File: src/rtl/pixel_pkg.sv
// Shared types and helpers for the pixel fetch pipeline.
//  - rgb_t / pal_idx_t : default-width colour and palette index types
//  - sideband_t        : per-pixel control bits that travel beside the ROM fetch
//  - pipe_lat()        : end-to-end latency in enabled cycles for a given ROM latency
//  - sideband_idle()   : blank sideband value (not displayed, syncs inactive)
package pixel_pkg;

  localparam int CWIDTH_DEF = 12;
  localparam int DWIDTH_DEF = 4;

  typedef logic [CWIDTH_DEF-1:0] rgb_t;
  typedef logic [DWIDTH_DEF-1:0] pal_idx_t;

  typedef struct packed {
    logic active;  // display enable
    logic valid;   // mapper in-bounds flag
    logic hs;      // horizontal sync
    logic vs;      // vertical sync
  } sideband_t;

  // Address register + ROM latency + palette/colour register.
  function automatic int pipe_lat(input int rom_lat);
    return rom_lat + 2;
  endfunction

  function automatic sideband_t sideband_idle(input logic sync_idle);
    sideband_t s;
    s.active = 1'b0;
    s.valid  = 1'b0;
    s.hs     = sync_idle;
    s.vs     = sync_idle;
    return s;
  endfunction

endpackage

File: src/rtl/palette_ram.sv
// Palette register file: 2**DWIDTH entries of CWIDTH-bit colour.
// One write port (always active) and one registered read port gated by re.
// A read and a write of the same entry on the same clock return the old entry.
// Ports:
//  clk, rst_n      clock, asynchronous active-low reset (clears contents)
//  we/waddr/wdata  write strobe, index, colour
//  re/raddr        read enable (pipeline advance) and index
//  rdata           registered read data
module palette_ram
  import pixel_pkg::*;
#(
  parameter int DWIDTH = 4,
  parameter int CWIDTH = 12
) (
  input  logic              clk,
  input  logic              rst_n,
  input  logic              we,
  input  logic [DWIDTH-1:0] waddr,
  input  logic [CWIDTH-1:0] wdata,
  input  logic              re,
  input  logic [DWIDTH-1:0] raddr,
  output logic [CWIDTH-1:0] rdata
);

  localparam int DEPTH = 1 << DWIDTH;

  logic [CWIDTH-1:0] mem_q [DEPTH];
  logic [CWIDTH-1:0] mem_d [DEPTH];
  logic [CWIDTH-1:0] rd_q;
  logic [CWIDTH-1:0] rd_d;

  // Read samples mem_q (pre-write contents), which gives read-before-write.
  always_comb begin
    mem_d = mem_q;
    rd_d  = rd_q;
    if (we) begin
      mem_d[waddr] = wdata;
    end
    if (re) begin
      rd_d = mem_q[raddr];
    end
  end

  always_ff @(posedge clk or negedge rst_n) begin
    if (!rst_n) begin
      for (int i = 0; i < DEPTH; i++) begin
        mem_q[i] <= '0;
      end
      rd_q <= '0;
    end else begin
      mem_q <= mem_d;
      rd_q  <= rd_d;
    end
  end

  assign rdata = rd_q;

endmodule

File: src/rtl/pixel_fetch_pipe.sv
// Pixel stage behind the scaled address mapper.
//  - Latches scroll offset requests at frame start (hdata==0, vdata==0, pix_ce)
//    and drives them to the mapper; frame_start pulses for one clk on each latch.
//  - Registers the mapper address as rom_addr, carries {active, valid, hs, vs}
//    alongside through the ROM latency, then reads the palette with the returned
//    index and selects the output colour (blank / background / palette).
//  - hsync_out/vsync_out leave the pipe aligned with rgb, LAT = ROM_LAT+2 enabled
//    cycles after hdata/vdata.
// Ports:
//  clk, rst_n, pix_ce                      clock, async active-low reset, pixel enable
//  hdata, vdata, active, hsync_in, vsync_in raster timing in
//  hoffset_req, voffset_req                requested signed scroll
//  hoffset, voffset                        latched scroll to mapper
//  map_addr, map_valid                     mapper result
//  rom_addr, rom_data                      sprite-ROM interface
//  bg_color                                background for transparent / out-of-bounds
//  pal_we, pal_waddr, pal_wdata            palette write port
//  rgb, hsync_out, vsync_out, frame_start  outputs
module pixel_fetch_pipe
  import pixel_pkg::*;
#(
  parameter int   HWIDTH     = 12,
  parameter int   VWIDTH     = 12,
  parameter int   AWIDTH     = 15,
  parameter int   DWIDTH     = 4,
  parameter int   CWIDTH     = 12,
  parameter int   ROM_LAT    = 1,
  parameter int   TRANSP_IDX = 0,
  parameter logic SYNC_IDLE  = 1'b1
) (
  input  logic              clk,
  input  logic              rst_n,
  input  logic              pix_ce,
  input  logic [HWIDTH-1:0] hdata,
  input  logic [VWIDTH-1:0] vdata,
  input  logic              active,
  input  logic              hsync_in,
  input  logic              vsync_in,
  input  logic [HWIDTH-1:0] hoffset_req,
  input  logic [VWIDTH-1:0] voffset_req,
  output logic [HWIDTH-1:0] hoffset,
  output logic [VWIDTH-1:0] voffset,
  input  logic [AWIDTH-1:0] map_addr,
  input  logic              map_valid,
  output logic [AWIDTH-1:0] rom_addr,
  input  logic [DWIDTH-1:0] rom_data,
  input  logic [CWIDTH-1:0] bg_color,
  input  logic              pal_we,
  input  logic [DWIDTH-1:0] pal_waddr,
  input  logic [CWIDTH-1:0] pal_wdata,
  output logic [CWIDTH-1:0] rgb,
  output logic              hsync_out,
  output logic              vsync_out,
  output logic              frame_start
);

  localparam int LAT = pipe_lat(ROM_LAT);

  // ---------------------------------------------------------------------------
  // Frame-start offset latch
  // ---------------------------------------------------------------------------
  logic              frame_hit;
  logic [HWIDTH-1:0] hoffset_q, hoffset_d;
  logic [VWIDTH-1:0] voffset_q, voffset_d;
  logic              frame_start_q, frame_start_d;

  assign frame_hit = pix_ce && (hdata == '0) && (vdata == '0);

  always_comb begin
    hoffset_d     = hoffset_q;
    voffset_d     = voffset_q;
    // Pulse is recomputed every clk so it drops even while pix_ce is low.
    frame_start_d = frame_hit;
    if (frame_hit) begin
      hoffset_d = hoffset_req;
      voffset_d = voffset_req;
    end
  end

  always_ff @(posedge clk or negedge rst_n) begin
    if (!rst_n) begin
      hoffset_q     <= '0;
      voffset_q     <= '0;
      frame_start_q <= 1'b0;
    end else begin
      hoffset_q     <= hoffset_d;
      voffset_q     <= voffset_d;
      frame_start_q <= frame_start_d;
    end
  end

  assign hoffset     = hoffset_q;
  assign voffset     = voffset_q;
  assign frame_start = frame_start_q;

  // ---------------------------------------------------------------------------
  // S1: ROM address register
  // ---------------------------------------------------------------------------
  logic [AWIDTH-1:0] rom_addr_q, rom_addr_d;

  assign rom_addr_d = pix_ce ? map_addr : rom_addr_q;

  always_ff @(posedge clk or negedge rst_n) begin
    if (!rst_n) begin
      rom_addr_q <= '0;
    end else begin
      rom_addr_q <= rom_addr_d;
    end
  end

  assign rom_addr = rom_addr_q;

  // ---------------------------------------------------------------------------
  // Sideband delay line. Stage 0 loads with rom_addr, stages 1..ROM_LAT wait
  // out the ROM, stage LAT-1 loads together with the palette read.
  // ---------------------------------------------------------------------------
  sideband_t sb_q [LAT];
  sideband_t sb_d [LAT];
  sideband_t sb_in;

  assign sb_in.active = active;
  assign sb_in.valid  = map_valid;
  assign sb_in.hs     = hsync_in;
  assign sb_in.vs     = vsync_in;

  for (genvar gi = 0; gi < LAT; gi++) begin : g_sb
    if (gi == 0) begin : g_head
      assign sb_d[gi] = pix_ce ? sb_in : sb_q[gi];
    end else begin : g_tail
      assign sb_d[gi] = pix_ce ? sb_q[gi-1] : sb_q[gi];
    end

    always_ff @(posedge clk or negedge rst_n) begin
      if (!rst_n) begin
        sb_q[gi] <= sideband_idle(SYNC_IDLE);
      end else begin
        sb_q[gi] <= sb_d[gi];
      end
    end
  end

  // ---------------------------------------------------------------------------
  // S3: palette read plus the index/background captured on the same edge, so
  // the colour mux below only sees registered values and holds with pix_ce=0.
  // ---------------------------------------------------------------------------
  logic [CWIDTH-1:0] pal_rdata;
  logic [DWIDTH-1:0] idx_q, idx_d;
  logic [CWIDTH-1:0] bg_q, bg_d;

  palette_ram #(
    .DWIDTH (DWIDTH),
    .CWIDTH (CWIDTH)
  ) u_palette (
    .clk   (clk),
    .rst_n (rst_n),
    .we    (pal_we),
    .waddr (pal_waddr),
    .wdata (pal_wdata),
    .re    (pix_ce),
    .raddr (rom_data),
    .rdata (pal_rdata)
  );

  assign idx_d = pix_ce ? rom_data : idx_q;
  assign bg_d  = pix_ce ? bg_color : bg_q;

  always_ff @(posedge clk or negedge rst_n) begin
    if (!rst_n) begin
      idx_q <= '0;
      bg_q  <= '0;
    end else begin
      idx_q <= idx_d;
      bg_q  <= bg_d;
    end
  end

  sideband_t sb_out;
  assign sb_out = sb_q[LAT-1];

  always_comb begin
    rgb = '0;
    if (sb_out.active) begin
      if (!sb_out.valid || (idx_q == DWIDTH'(TRANSP_IDX))) begin
        rgb = bg_q;
      end else begin
        rgb = pal_rdata;
      end
    end
  end

  assign hsync_out = sb_out.hs;
  assign vsync_out = sb_out.vs;

endmodule

File: config.mk
export PLATFORM = sky130hd
export DESIGN_NAME = pixel_fetch_pipe
export DESIGN_NICKNAME = d
export VERILOG_FILES = /design/src/rtl/pixel_pkg.sv /design/src/rtl/palette_ram.sv /design/src/rtl/pixel_fetch_pipe.sv
export SDC_FILE = /design/constraint.sdc
export NUM_CORES = 1
export LEC_CHECK = 0
export BUFFER_PORTS_ARGS = -buffer_cell sky130_fd_sc_hd__buf_2
export CAP_MARGIN = 20
export CORE_UTILIZATION = 35
export CTS_CLUSTER_SIZE = 28
export DETAILED_ROUTE_END_ITERATION = 10
export GPL_TIMING_DRIVEN = 0
export MAX_ROUTING_LAYER = met4
export PLACE_DENSITY = 0.64
export SYNTH_ARGS = -nofsm -noshare
export SYNTH_HDL_FRONTEND = slang
export SYNTH_HIERARCHICAL = 1
export SYNTH_SLANG_ARGS = --single-unit
File: constraint.sdc
create_clock -name clk -period 1.25 [get_ports clk]
set_input_delay 0.125 -clock clk [delete_from_list [all_inputs] [get_ports clk]]
set_output_delay 0.125 -clock clk [all_outputs]
set_load 0.02 [all_outputs]
==> results of run 1 <==
## power groups by stage
stage,Clock [uW],Sequential (uW),Combinational (uW)
6_report,8760,11400,5280
5_1_grt,9360,11600,5650
4_1_cts,9010,11400,5010
3_5_place_dp,0,11500,4370
3_3_place_gp,0,11400,4240
2_1_floorplan,0,11300,3130
## registers in the layout, indices dropped and copies added (netlist names)
name / flops
sb_q: 8
hsync_out: 1
hoffset: 12
u_palette/rdata: 12
frame_start: 1
voffset: 12
sb_out: 2
bg_q: 12
rom_addr: 15
idx_q: 4
u_palette/mem_q: 192
vsync_out: 1
## per-stage QoR
stage                     utilization (%)  setup TNS, ns  instances
after floorplan                         -          -4.08        760
after global placement               40.6       -1393.96       1363
after detailed placement             40.8        -104.89       1365
after CTS                            47.1         -47.13       1501
after global routing                 48.1         -12.23       1514
final                                48.1         -10.80       1514
## worst paths after layout
path | from | to | cells past startpoint
min in group asynchronous | rst_n | u_palette/mem_q[36]$_DFFE_PN0P_ | 5
min reg2reg | u_palette/mem_q[68]$_DFFE_PN0P_ | u_palette/mem_q[68]$_DFFE_PN0P_ | 1
max reg2reg | u_palette/mem_q[16]$_DFFE_PN0P_ | u_palette/rdata[4]$_DFFE_PN0P_ | 3
max in group asynchronous | rst_n | u_palette/mem_q[170]$_DFFE_PN0P_ | 6
max | idx_q[3]$_DFFE_PN0P_ | rgb[6] | 5
min | pal_waddr[0] | u_palette/mem_q[156]$_DFFE_PN0P_ | 3
## area by class of cell
type	instances	area share (%)
multi-input combinational	431	33.6
clock buffer	44	5.54
sequential	272	42.2
tap	448	3.47
antenna	1	0.0155
clock inverter	9	0.605
timing repair buffer	252	12.1
buffer	57	2.40
## per-layer routing
layer / wire [um] / global-route usage (%) / part of all wire, % / vias up
met5: 0 / - / 0 / -
met2: 13100 / 25.5 / 46 / 170
li1: - / - / - / 3386
met4: 350 / 2.96 / 1.2 / 0
met1: 13700 / 23.9 / 48 / 3866
met3: 1180 / 2.44 / 4.1 / 34
## cell families (layout without fill, tap and decap cells)
group	count (synthesis)	after routing
DFF	272	272
other	0	1
and+or+nand+nor	74	74
muxes	319	319
buffers and inverters	57	362
AOI/OAI and AO/OA	38	38
## placed cells by master (no fill, tap or decap), drive strengths merged, types with 3 or more instances in the layout
cell type / Yosys / routed
nor3: 7 / 7
nand2: 26 / 26
a221oi: 12 / 12
dfstp: 6 / 6
clkinv: 0 / 6
mux2: 259 / 259
dlygate4sd3: 0 / 74
buf: 34 / 210
nor2: 20 / 20
mux4: 48 / 48
nor4: 5 / 5
o22ai: 12 / 12
clkbuf: 23 / 69
mux2i: 12 / 12
dfrtp: 266 / 266
nand3: 3 / 3
nand2b: 4 / 4
a21boi: 12 / 12
## tightest hold or removal path, delay by kind of cell
family	cells	cell delay, ns
mux	1	0.21
buf+inv	1	0.17
simple gates	1	0.09
## timing repair
action | CTS | global route
hold buffers | 77 | 1
hold endpoints to repair | 288 | 150
cloned | 0 | 3
buffers inserted | 6 | 9
resized for setup | 71 | 50
pin swaps | 15 | 1
setup endpoints to repair | 28 | 165
==> impl_metrics.py, run 1 <==
metrics = {
    "sta": {
        "post-route-period-util_pct": 166,
        "worst_clock_skew_ns": 0.00856,
        "slew_viol_final": 0,
        "setup_ws_ns": -0.827,
        "hold_slack_ns": 0.101,
        "slew-limit-headroom_pct": 49.2,
        "hold_viol": 0,
        "fmax_mhz": 481,
        "worst_pin_slew_ns": 0.762,
        "setup_violations": 26,
        "rsz0062_at_grt": "yes",
        "layout_min_cycle_time_ns": 2.08,
    },
    "pwr": {
        "pwr-share-clk_pct": 34.5,
        "power_frac_seq_pct": 44.8,
        "internal-power_uw": 18900,
        "switching_power_uw": 6480,
        "pwr_density_cell_nw_per_um2": 1570,
        "p_total_uw": 25400,
        "p_comb_share_pct": 20.8,
        "leakagePower_uw": 0.00708,
        "ir_drop_mv": 1.23,
        "p_sw_share_pct": 25.5,
    },
    "global_routing": {
        "grt_util_all_layers_pct": 16.7,
        "grt-ovfl-total": 0,
        "grt_max_degree": 123,
        "grt_pass1_wl_mm": 45.6,
        "grt_pass1_vias": 7920,
        "antenna_found_initial": 1,
    },
    "synth": {
        "synthSimpleGateAreaFrac_pct": 3.14,
        "yosys.area.top_type": "dfrtp_1",
        "synth-xor-area-share_pct": 0,
        "ys_seq_area_share_pct": 57.1,
        "synth_area_per_cell_um2": 15.7,
        "async_flop_share_pct": 100,
        "synth.most_common_cell": "dfrtp_1",
        "synthMuxAreaShare_pct": 34.8,
        "synth-compound-area-share_pct": 2.50,
        "syn_nets": 863,
        "synth-edff-count": 0,
        "synth_flop_cell": "dfrtp_1",
        "synth_cell_types": 33,
        "synth_top_area_share_pct": 55.8,
        "ys_ff_latch": 272,
        "synth-adder-area-share_pct": 0,
        "netlist_area_um2": 11900,
        "postSynthCellCount": 760,
        "yosysWarnings": 6,
        "netlist_top_cells_area": "dfrtp_1 56%, mux2_2 23%, mux4_2 9.1%, dfstp_2 1.3%, mux2_4 1.3%",
        "synth_top_family_by_area": "multiplexers",
        "ys_top_cells_by_count": "266 x dfrtp_1, 247 x mux2_2, 48 x mux4_2",
    },
    "critical_path": {
        "critical_path_arrival_ns": 1.95,
        "path_cells": "o41ai_4, buf_6, nand2_1, a21boi_4, buf_6",
        "end_kind": "output port",
        "cpPeakStageDelay_ns": 0.43,
        "cp_max_fo": 10,
        "cpMostUsedCell": "buf_6",
        "slowest_stage": "dfrtp_1",
        "critical_path_class": "reg2out",
        "crit_buf_inv": 2,
        "cp-start-kind": "flip-flop",
        "ff2ff_setup_slack_ns": -0.11,
        "required_ns": 1.12,
        "critPathTopFamily": "compound AO/OA/AOI/OAI gates",
    },
    "final_layout": {
        "syn2layout_area_growth_pct": 35.2,
        "finalInstanceArea_um2": 16100,
        "nNetsFinal": 1147,
        "drive_above_1_share_pct": 60.8,
        "ff_latch_area_um2": 6810,
        "fill_cells": 2830,
        "multiInputGateArea_um2": 5430,
    },
    "clock_network": {
        "clk_path_buf_depth": 3,
        "cts_tree": "built",
        "clk_latency_ns": 0.54,
        "root_buffer": "clkbuf_16",
        "cts.reportedPaths.clkPinSlew_ns": 0.06,
        "htreeDepth": 1,
        "numCtsBuffers": 30,
        "cts.sink_count": 272,
    },
    "routing": {
        "via_per_inst": 4.92,
        "drtAntennaViolNets": 0,
        "dr.pass1.iters": 4,
        "vias": 7456,
        "drt-initial-drc-count": 255,
        "wirelength_mm": 28.3,
        "drc": 0,
        "wl_per_cell_um": 18.7,
    },
    "floorplanning": {
        "die_h_um": 187,
        "ioPinCount": 157,
        "core_area_um2": 33500,
        "die_w_um": 187,
        "start_util_pct": 35.6,
        "rows": 67,
        "die-area_um2": 34800,
    },
    "run_status": {
        "status": "complete, but fails checks",
        "violations": "setup timing",
    },
    "hold_path": {
        "hold_class": "in2reg",
    },
    "place": {
        "portBuffers": 155,
        "hpwl_mm": 19.2,
        "place_congestion": 0.766,
        "pre_cts_ws_ns": -0.722,
        "placed_cell_area_um2": 13700,
    },
    "flow_run": {
        "maxCapViolCount": 0,
    },
}
Note: power is estimated with default switching activity, not from simulation.
==> run 2, diff against run 1 <==
--- a/config.mk
+++ b/config.mk
@@ -7,12 +7,14 @@
 export LEC_CHECK = 0
 export BUFFER_PORTS_ARGS = -buffer_cell sky130_fd_sc_hd__buf_2
 export CAP_MARGIN = 20
+export CORE_ASPECT_RATIO = 1.25
 export CORE_UTILIZATION = 35
 export CTS_CLUSTER_SIZE = 28
 export DETAILED_ROUTE_END_ITERATION = 10
 export GPL_TIMING_DRIVEN = 0
 export MAX_ROUTING_LAYER = met4
 export PLACE_DENSITY = 0.64
+export RECOVER_POWER = 100
 export SYNTH_ARGS = -nofsm -noshare
 export SYNTH_HDL_FRONTEND = slang
 export SYNTH_HIERARCHICAL = 1
==> run 2 against run 1 <==
Effect of this change:
- the flow finishes with violations (hold timing, setup timing)
- via count rose by 2.0%
- non-clock buffer count fell by 10
- wire length rose by 5.3%
- fmax rose by 0.37%
- highest routed layer unchanged
- power rose by 0.32%
- count of clock-buffer cells in the layout fell by 3
- final area fell by 1.7%
- hold slack got worse by 0.28 ns
- die area barely moved
- sequential power barely moved
- global-route usage rose by 1.3 points
==> impl_metrics.py, run 2 (synthesized netlist as in run 1, its figures left out) <==
metrics = {
    "final_layout": {
        "post-route-util_pct": 47.2,
        "multiInputGateArea_um2": 5330,
        "drive_above_1_share_pct": 57.6,
        "ff_latch_area_um2": 6810,
        "layout_common_cells": "266 x dfrtp_1, 227 x mux2_2, 110 x buf_2",
        "final_cells": 1482,
        "syn2layout_area_growth_pct": 32.9,
        "fill_cells": 2904,
        "top_register": "u_palette/mem_q",
        "nNetsFinal": 1137,
        "largest_reg_flops": 192,
        "final_common_cell": "dfrtp_1",
    },
    "sta": {
        "rsz0062_at_grt": "yes",
        "setup_violations": 180,
        "setup_ws_ns": -0.819,
        "hold_slack_ns": -0.181,
        "post-route-period-util_pct": 166,
        "slew-limit-headroom_pct": 18.8,
        "layout_min_cycle_time_ns": 2.07,
        "slew_viol_final": 0,
        "worst_pin_slew_ns": 1.22,
        "worst_clock_skew_ns": 0.0121,
        "fmax_mhz": 483,
        "hold_viol": 45,
    },
    "critical_path": {
        "rr_startpoint": "u_palette/mem_q[24]$_DFFE_PN0P_",
        "cp_max_fo": 10,
        "end_kind": "output port",
        "startpoint": "idx_q[1]$_DFFE_PN0P_",
        "ff2ff_setup_slack_ns": -0.13,
        "cpPeakStageDelay_ns": 0.42,
        "cp-start-kind": "flip-flop",
        "cpMostUsedCell": "buf_6",
        "required_ns": 1.12,
        "critical_path_class": "reg2out",
        "slowest_stage": "o41ai_4",
        "path_cells": "o41ai_4, buf_6, nand2_1, a21boi_4, buf_6",
        "critical_path_arrival_ns": 1.94,
    },
    "pwr": {
        "leakagePower_uw": 0.00691,
        "pwr-share-clk_pct": 35.3,
        "internal-power_uw": 18900,
        "p_sw_share_pct": 25.8,
        "switching_power_uw": 6580,
        "pwr_density_cell_nw_per_um2": 1610,
        "power_frac_seq_pct": 44.6,
        "ir_drop_mv": 1.03,
        "p_comb_share_pct": 20.1,
    },
    "routing": {
        "wirelength_mm": 29.8,
        "wl_per_cell_um": 20.1,
        "drtAntennaViolNets": 0,
        "dr.pass1.iters": 4,
        "via_per_inst": 5.13,
        "vias": 7606,
        "drt-initial-drc-count": 432,
        "drc": 0,
    },
    "floorplanning": {
        "start_util_pct": 35.5,
        "rows": 75,
        "die-area_um2": 34800,
        "core_area_um2": 33600,
        "die_w_um": 167,
        "die_h_um": 208,
        "ioPinCount": 157,
    },
    "place": {
        "dp_cells": 1340,
        "hpwl_mm": 19.1,
        "place_congestion": 0.822,
        "portBuffers": 155,
        "pre_cts_ws_ns": -0.791,
    },
    "run_status": {
        "violations": "hold timing, setup timing",
        "status": "complete, but fails checks",
    },
    "clock_network": {
        "cts_tree": "built",
        "clk_path_buf_depth": 3,
        "numCtsBuffers": 30,
        "cts.sink_count": 272,
        "htreeDepth": 1,
        "clk_latency_ns": 0.55,
        "cts.reportedPaths.clkPinSlew_ns": 0.06,
        "root_buffer": "clkbuf_16",
    },
    "global_routing": {
        "grt-ovfl-total": 0,
        "grt_pass1_vias": 8289,
        "antenna_found_initial": 1,
        "grt_max_degree": 122,
        "grt_util_all_layers_pct": 18.0,
        "grt_pass1_wl_mm": 47.3,
    },
    "flow_run": {
        "maxCapViolCount": 0,
    },
    "hold_path": {
        "hold_class": "in2async",
    },
}
run 2: final cells by class:
class	count	share of cell area (%)
Clock buffer	41	5.63
Timing Repair Buffer	242	11.2
Tap cell	423	3.34
Buffer	57	2.33
Multi-Input combinational cell	431	33.6
Clock inverter	15	0.883
Sequential cell	272	43.0
Antenna cell	1	0.0158
run 2: worst paths after layout:
check / depth (start not counted) / to
worst max-delay path: 5 / rgb[6]
worst min-delay path: 1 / u_palette/mem_q[162]$_DFFE_PN0P_
worst max register to register: 3 / u_palette/rdata[0]$_DFFE_PN0P_
worst min register to register: 1 / u_palette/mem_q[48]$_DFFE_PN0P_
max in group asynchronous: 3 / u_palette/mem_q[133]$_DFFE_PN0P_
min in group clk: 3 / u_palette/rdata[0]$_DFFE_PN0P_
run 2: worst max-delay path, delay by kind of cell, from the launching register on:
kind | cells | cell delay (ns)
AND/OR/NAND/NOR | 1 | 0.09
AO/OA/AOI/OAI | 2 | 0.56
buffers and inverters | 2 | 0.32
flip-flops | 1 | 0.41
run 2: timing repair:
action	in CTS	in global routing
endpoints found under the hold margin	286	49
hold buffers	73	2
setup buffers	4	6
endpoints found under the setup margin	30	37
pin swaps	14	6
resized for setup	75	36
run 2: through the flow:
stage | total power [uW] | area (um^2) | hold WS [ns] | setup TNS, ns
floorplan | 14400 | 12300 | -0.171 | -4.08
global placement | 15700 | 13600 | 0.358 | -1408.97
detailed placement | 15900 | 13600 | 0.0522 | -108.25
CTS | 25700 | 15800 | -0.538 | -11.67
global route | 26700 | 15900 | -0.0929 | -99.57
finish | 25500 | 15900 | -0.181 | -45.91
run 2: per-layer routing:
layer	vias to the layer above	share of wire, %	track usage (%)
li1	3384	-	-
met1	3948	44	23.7
met2	229	48	29.3
met3	45	5.8	2.76
met4	0	1.9	4.46
met5	-	0	-
run 2: power by group through the flow:
| stage | Combinational (uW) | Sequential (uW) | Clock, uW |
|---|---|---|---|
| final | 5130 | 11400 | 9000 |
| after global routing | 5480 | 11600 | 9580 |
| after CTS | 5040 | 11400 | 9260 |
| after floorplan | 3130 | 11300 | 0 |
| after global placement | 4260 | 11400 | 0 |
| after detailed placement | 4380 | 11500 | 0 |
